==> config.mk <==
export PLATFORM = sky130hd
export DESIGN_NAME = quadratic_datapath
export DESIGN_NICKNAME = d
export VERILOG_FILES = /design/src/rtl/quadratic_datapath.sv
export SDC_FILE = /design/constraint.sdc
export NUM_CORES = 1
export LEC_CHECK = 0
export CAP_MARGIN = 40
export CORE_ASPECT_RATIO = 0.75
export CORE_MARGIN = 2
export CORE_UTILIZATION = 30
export DETAILED_ROUTE_END_ITERATION = 12
export PLACE_DENSITY = 0.47
export SYNTH_ARGS = -nofsm -noshare
export SYNTH_HDL_FRONTEND = slang
export SYNTH_SLANG_ARGS = --single-unit
==> constraint.sdc <==
create_clock -name clk -period 4.9 [get_ports clk]
set_input_delay 0.735 -clock clk [delete_from_list [all_inputs] [get_ports clk]]
set_output_delay 0.735 -clock clk [all_outputs]
set_load 0.005 [all_outputs]
==> src/rtl/quadratic_datapath.sv <==
// quadratic_datapath: three-stage elastic valid/ready pipeline computing y = A*x^2 + C mod 2^WIDTH_DATA.
// Define QUADRATIC_LINEAR_TERM_EN to add the B*x term (same latency and handshake).
module quadratic_datapath #(
  parameter int unsigned WIDTH_DATA = 16,
  parameter logic [WIDTH_DATA-1:0] A = WIDTH_DATA'(101),
  parameter logic [WIDTH_DATA-1:0] B = WIDTH_DATA'(59),
  parameter logic [WIDTH_DATA-1:0] C = WIDTH_DATA'(76)
) (
  input  logic                  clk,
  input  logic                  rst,
  input  logic [WIDTH_DATA-1:0] i_x,
  input  logic                  i_valid_in,
  output logic                  i_ready_out,
  output logic [WIDTH_DATA-1:0] o_y,
  output logic                  o_valid_out,
  input  logic                  o_ready_in
);

  logic                  r_v1, r_v2, r_v3;
  logic [WIDTH_DATA-1:0] r_x1, r_xx2, r_y3;
  logic                  w_ld1, w_ld2, w_ld3;
  logic [WIDTH_DATA-1:0] w_xx, w_y;

  // A stage may load when it is empty or its content leaves this cycle.
  assign w_ld3       = !r_v3 || o_ready_in;
  assign w_ld2       = !r_v2 || w_ld3;
  assign w_ld1       = !r_v1 || w_ld2;
  assign i_ready_out = rst && w_ld1;

  assign w_xx = r_x1 * r_x1;

`ifdef QUADRATIC_LINEAR_TERM_EN
  logic [WIDTH_DATA-1:0] r_x2;
  logic [WIDTH_DATA-1:0] w_bx;

  assign w_bx = B * r_x2;
  assign w_y  = A * r_xx2 + w_bx + C;
`else
  assign w_y  = A * r_xx2 + C;

  // B has no effect without the linear term; this block generates nothing.
  if (B != {WIDTH_DATA{1'b0}}) begin : g_b_ignored
  end
`endif

  // Valid bits and the output register; reset discards everything in flight.
  always_ff @(posedge clk or negedge rst) begin
    if (!rst) begin
      r_v1 <= 1'b0;
      r_v2 <= 1'b0;
      r_v3 <= 1'b0;
      r_y3 <= {WIDTH_DATA{1'b0}};
    end else begin
      if (w_ld1) begin
        r_v1 <= i_valid_in;
      end
      if (w_ld2) begin
        r_v2 <= r_v1;
      end
      if (w_ld3) begin
        r_v3 <= r_v2;
        if (r_v2) begin
          r_y3 <= w_y;
        end
      end
    end
  end

  // Operand and square registers only move with a valid item.
  always_ff @(posedge clk) begin
    if (w_ld1 && i_valid_in) begin
      r_x1 <= i_x;
    end
    if (w_ld2 && r_v1) begin
      r_xx2 <= w_xx;
`ifdef QUADRATIC_LINEAR_TERM_EN
      r_x2  <= r_x1;
`endif
    end
  end

  assign o_y         = r_y3;
  assign o_valid_out = r_v3;

endmodule

==> results of run 1 <==
[what timing repair did]
action	CTS	global route
setup endpoints to repair	5	7
pin swaps	39	21
buffers inserted	16	6
resized for setup	36	22
hold endpoints to repair	0	0
[through the flow]
step	cells	setup TNS [ps]
after floorplan	619	0
after global routing	1017	-1487
after global placement	988	-663.9
after detailed placement	988	-738.9
after CTS	1012	-576.9
final	1017	-430.5
[cells by family after synthesis]
| group | Yosys count |
|---|---|
| flip-flops | 48 |
| AO/OA/AOI/OAI | 68 |
| XOR/XNOR | 42 |
| adder cells (fa/ha/maj) | 170 |
| other | 1 |
| AND/OR/NAND/NOR | 116 |
| buffers and inverters | 169 |
| multiplexers | 5 |
[worst paths after layout]
check	endpoint	slack, ps	cells after the start
hold / removal	r_v2$_DFFE_PN0P_	480	1
hold reg to reg	r_v2$_DFFE_PN0P_	480	1
setup / recovery	r_xx2[15]$_DFFE_PP_	-130	17
max in group asynchronous	o_y[3]$_DFFE_PN0P_	3920	2
setup reg to reg	r_xx2[15]$_DFFE_PP_	-130	17
min in group asynchronous	o_y[0]$_DFFE_PN0P_	760	2
[final cells by class]
type	instances	area (µm²)
clock inverter	2	16.27
sequential	48	1351
multi-input combinational	402	4549
timing repair buffer	120	1022
tap	282	352.8
inverter	157	589.3
clock buffer	6	128.9
fill	2009	12320
[critical path, cell delays in order (launching register included)]
cell      delay [ps]
edfxtp_1         480
buf_4            180
and2_1           160
fa_1             520
inv_1             60
fa_1             440
fa_1             540
inv_1             50
fa_1             460
fa_1             500
inv_1             50
fa_1             470
inv_1             40
ha_1             190
nor3_2           220
o21ai_1          100
a31oi_1          210
xnor2_1          100
[synthesized netlist by cell type (2+ instances only)]
master / count
inv_1: 157
ha_1: 86
fa_1: 84
nand2_1: 48
xnor2_1: 31
edfxtp_1: 30
and2_1: 23
dfrtp_1: 18
a21oi_1: 16
o21ai_0: 11
xor2_1: 9
clkbuf_1: 8
nand2b_1: 8
a21o_1: 7
nor2_1: 7
o21ai_1: 7
nor3b_1: 6
o21a_1: 5
a211o_1: 4
a31oi_1: 4
nand3_1: 4
nor2b_1: 4
nor3_1: 4
or3_1: 4
mux2_1: 3
buf_2: 2
mux2_2: 2
o21bai_1: 2
or2_2: 2
or4_1: 2
xnor2_2: 2
[routing by layer]
metal | vias to the layer above | share of wire (%)
met5 | - | 0
met4 | 0 | 0.86
met3 | 8 | 2.6
met2 | 51 | 44
met1 | 2123 | 53
li1 | 2161 | -
[registers in the layout, summed over array words and instances (netlist names)]
name	flops
o_y	15
r_x1	15
r_xx2	15
o_valid_out	1
r_v1	1
r_v2	1
==> flow_summary.toml, run 1 <==
[timing]
clock_skew_ps = 19.12
fmax_mhz = 198.8
relSlewSlack_pct = 53.68
setup_slack_ps = -131.2
slew_viol_final = 0
final.period_utilization_pct = 102.7
tightestPinTransition_ps = 694.8
setup_violations = 4
whs_ps = 479.9
finalCriticalPeriod_ps = 5031
finalHoldViolations = 0
rsz0062_at_grt = "yes"

[placement]
dp_slack_ps = -237.1
place_congestion = 0.8245
placed_cell_area_um2 = 7441
io_buffers = 35
place_hpwl_um = 11170

[clock_network]
h-tree-depth = 2
cts_sinks = 48
cts.path.max_buffers = 2
cts_tree = "yes"
clkTransAtPathRegs_ps = 60
root_buffer = "clkbuf_16"
cts_hold_repair.buffers = 0
insertion_delay_ps = 310
cts_inserted_buffers = 5

[flow_run]
drv_cap = 0

[route]
drt_iter0_markers = 195
drc = 0
route.vias.total = 4343
finalWirelength_um = 13020
ant_nets = 0
dr.pass1.iters = 4
wl_per_cell_um = 12.80
vias_per_cell = 4.270

[global_routing]
grt_util_met1_pct = 18.70
use_met2_pct = 19.43
grt_use_met3_pct = 1.833
antenna_found_initial = 0
grt-ovfl-total = 0
grt_max_degree = 20
grt-busiest-layer = "met2"
gr-usage-all-layers_pct = 12.58
grt_pass1_wl_um = 22000
grt_pass1_vias = 4545

[yosys]
synthMuxAreaShare_pct = 0.9000
avgSynthCellArea_um2 = 10.11
synth_nets = 809
synthSimpleGateAreaFrac_pct = 9.540
synth-seq-cells = 48
synth_warnings = 0
dominantRegCellSynth = "edfxtp_1"
async_reset_ff_share_pct = 37.50
yosysSeqAreaShare_pct = 21.60
synth_compound_area_share_pct = 7.460
yosysUniqueCellTypes = 50
synth_top_family_by_area = "adder cells"
yosysTopAreaCellShare_pct = 26.88
syn_area_um2 = 6256
synth_xor_area_share_pct = 6.120
yosys-top-cells-area = "fa_1 (27%), ha_1 (17%), edfxtp_1 (14%)"
synth_fa_ha_area_share_pct = 44.08
synth_cells = 619
yosysTopAreaCell = "fa_1"
synth_edf_count = 30

[finish]
n_antenna_cell = 0
final_common_cell = "inv_1"
drive_above_1_share_pct = 20.95
nets = 924
post-route-util_pct = 39.41
syn2layout_area_growth_pct = 28.04
stdcell_area_um2 = 8010
layout_common_cells = "inv_1 (149), fa_1 (82), buf_4 (76), ha_1 (74), nand2_1 (43)"

[die]
row_count = 45
core_um2 = 20330
start_util_pct = 30.78
dieArea_um2 = 22040
die_w_um = 170.7
io_pins = 38
die_y_um = 129.1

[worst_hold_path]
hold_path_startpoint = "r_v1$_DFFE_PN0N_"
hold_path_class = "reg -> reg"

[critical_path]
timing.rr.start = "r_x1[5]$_DFFE_PP_"
setup.worst_path.start_class = "flip-flop"
cp_max_fo = 5
crit_type = "reg -> reg"
arrival_ps = 5070
worst_setup_path_end_kind = "flip-flop"
cp.required_ps = 4940
startpoint = "r_x1[5]$_DFFE_PP_"

[status]
status = "complete, but fails checks"
violations = "setup timing"
Power of run 1 is not shown: default switching activity piles up to over one toggle a cycle in this logic, so the estimate is an artifact.
==> run 2, diff against run 1 <==
--- a/config.mk
+++ b/config.mk
@@ -9,8 +9,10 @@
 export CORE_ASPECT_RATIO = 0.75
 export CORE_MARGIN = 2
 export CORE_UTILIZATION = 30
+export CTS_CLUSTER_SIZE = 24
 export DETAILED_ROUTE_END_ITERATION = 12
 export PLACE_DENSITY = 0.47
+export RECOVER_POWER = 100
 export SYNTH_ARGS = -nofsm -noshare
 export SYNTH_HDL_FRONTEND = slang
 export SYNTH_SLANG_ARGS = --single-unit
==> flow_summary.toml, run 2 (synthesis results as in run 1) <==
[status]
status = "complete, but fails checks"
violations = "setup timing"

[route]
wl_per_cell_um = 12.79
drc = 0
dr.pass1.iters = 4
drt_iter0_markers = 192
ant_nets = 0
finalWirelength_um = 13010
vias_per_cell = 4.237
route.vias.total = 4309

[global_routing]
antenna_found_initial = 0
grt-ovfl-total = 0
grt_pass1_vias = 4545
gr-usage-all-layers_pct = 12.58
grt_pass1_wl_um = 22000
grt_max_degree = 20

[timing]
tightestPinTransition_ps = 1107
setup_violations = 4
whs_ps = 476.4
relSlewSlack_pct = 26.22
slew_viol_final = 0
finalHoldViolations = 0
finalSetupTns_ps = -407.4
setup_slack_ps = -134.0
finalCriticalPeriod_ps = 5034
clock_skew_ps = 18.18
rsz0062_at_grt = "yes"
final.period_utilization_pct = 102.7
fmax_mhz = 198.6

[clock_network]
root_buffer = "clkbuf_16"
cts.path.max_buffers = 2
h-tree-depth = 2
cts_sinks = 48
insertion_delay_ps = 310
cts_inserted_buffers = 5
cts_tree = "yes"
clkTransAtPathRegs_ps = 80

[worst_hold_path]
hold_path_startpoint = "o_y[9]$_DFFE_PN0P_"
hold_depth = 2
whs_endpoint = "o_y[9]$_DFFE_PN0P_"
hold_path_class = "reg -> reg"

[critical_path]
reg2reg_depth = 17
cp_max_fo = 5
path_common_cell = "fa_1"
reg2reg_to = "r_xx2[15]$_DFFE_PP_"
timing.rr.start = "r_x1[5]$_DFFE_PP_"
worst_setup_path_end_kind = "flip-flop"
critPathMaxStageDelay_ps = 520
setup.worst_path.start_class = "flip-flop"
crit_type = "reg -> reg"
critical_path_buf_inv_count = 5
arrival_ps = 5070
crit_slowest_cell = "fa_1"
cp.required_ps = 4940
rrSetupSlack_ps = -130
crit_chain = "buf_4 > and2_1 > fa_1 > inv_1 > fa_1 > fa_1 > inv_1 > fa_1 > fa_1 > inv_1 > fa_1 > inv_1 > ha_1 > o21ai_1 > nand2b_1 > a31oi_1 > xnor2_1"
cpLargestDelayFamily = "adder cells"

[flow_run]
drv_cap = 0

[finish]
nets = 924
fin_cells = 1017
drive_above_1_share_pct = 20.54
stdcell_area_um2 = 7989
n_antenna_cell = 0
final_common_cell = "inv_1"
layout_common_cells = "inv_1 (149), fa_1 (82), ha_1 (74), buf_4 (73), nand2_1 (43)"
syn2layout_area_growth_pct = 27.70

[die]
die_y_um = 129.1
core_um2 = 20330
die_w_um = 170.7
dieArea_um2 = 22040
row_count = 45
start_util_pct = 30.78
io_pins = 38

[placement]
place_hpwl_um = 11170
placed_cell_area_um2 = 7441
io_buffers = 35
place_congestion = 0.8245
placed_cells = 988
==> run 2: cell types whose count changed in the layout (fill, tap and decap cells not counted), moves of 2 or more <==
cell,delta
and2_1,-3
clkdlybuf4s50_1,-33
and2_0,+3
buf_4,-3
dlygate4sd3_1,+33
clkbuf_1,+2
==> run 2: metal layers <==
metal / track usage (%) / share of wire, % / wire length [µm] / vias up
li1: - / - / - / 2163
met1: 18.70 / 53 / 6896 / 2102
met2: 19.43 / 44 / 5721 / 36
met3: 1.833 / 2.1 / 276 / 8
met4: 2.815 / 0.86 / 112 / 0
met5: 0 / 0 / 0 / -
==> run 2: through the flow <==
step,setup slack (ps),utilization (%)
4_1_cts,-160.9,38.58
3_3_place_gp,-205.5,36.61
3_5_place_dp,-237.1,36.61
5_1_grt,-357.7,39.30
2_1_floorplan,15.44,-
6_report,-134.0,39.30
==> run 2: what timing repair did <==
action	4_1_cts	5_1_grt
pin swaps	39	21
hold buffers	0	0
endpoints found under the setup margin	5	7
gates resized for setup	36	22
buffers inserted	16	6
==> run 2: worst max path at each step <==
stage,from,end,slack [ps],cells past startpoint
floorplan,r_x1[4]$_DFFE_PP_,r_xx2[15]$_DFFE_PP_,20,16
global placement,r_x1[6]$_DFFE_PP_,r_xx2[15]$_DFFE_PP_,-210,19
detailed placement,r_x1[3]$_DFFE_PP_,r_xx2[15]$_DFFE_PP_,-240,19
CTS,r_x1[1]$_DFFE_PP_,r_xx2[15]$_DFFE_PP_,-160,18
global route,r_x1[2]$_DFFE_PP_,r_xx2[15]$_DFFE_PP_,-360,17
finish,r_x1[5]$_DFFE_PP_,r_xx2[15]$_DFFE_PP_,-130,17
==> run 2: area by class of cell <==
class,count,area (µm²)
fillers,2013,12340
flip-flops and latches,48,1351
clock inverters,2,16.27
multi-input cells,402,4536
repair buffers,120,1015
clock buffers,6,128.9
well taps,282,352.8
inverters,157,589.3
==> run 2: worst register-to-register path, stage by stage, from the launching register on <==
cell and delay [ps]:
edfxtp_1 480, buf_4 180, and2_1 160, fa_1 520
inv_1 60, fa_1 500, fa_1 510, inv_1 50
fa_1 450, fa_1 500, inv_1 50, fa_1 470
inv_1 40, ha_1 280, o21ai_1 130, nand2b_1 110
a31oi_1 180, xnor2_1 100
Power of run 2 is left out for the same reason.
==> run 3, diff against run 2 <==
--- a/config.mk
+++ b/config.mk
@@ -11,6 +11,7 @@
 export CORE_UTILIZATION = 30
 export CTS_CLUSTER_SIZE = 24
 export DETAILED_ROUTE_END_ITERATION = 12
+export GPL_TIMING_DRIVEN = 1
 export PLACE_DENSITY = 0.47
 export RECOVER_POWER = 100
 export SYNTH_ARGS = -nofsm -noshare
==> results of run 3 <==
Final layout, timing and power as in run 2 (identical DEF).
Power of run 3 is left out for the same reason.
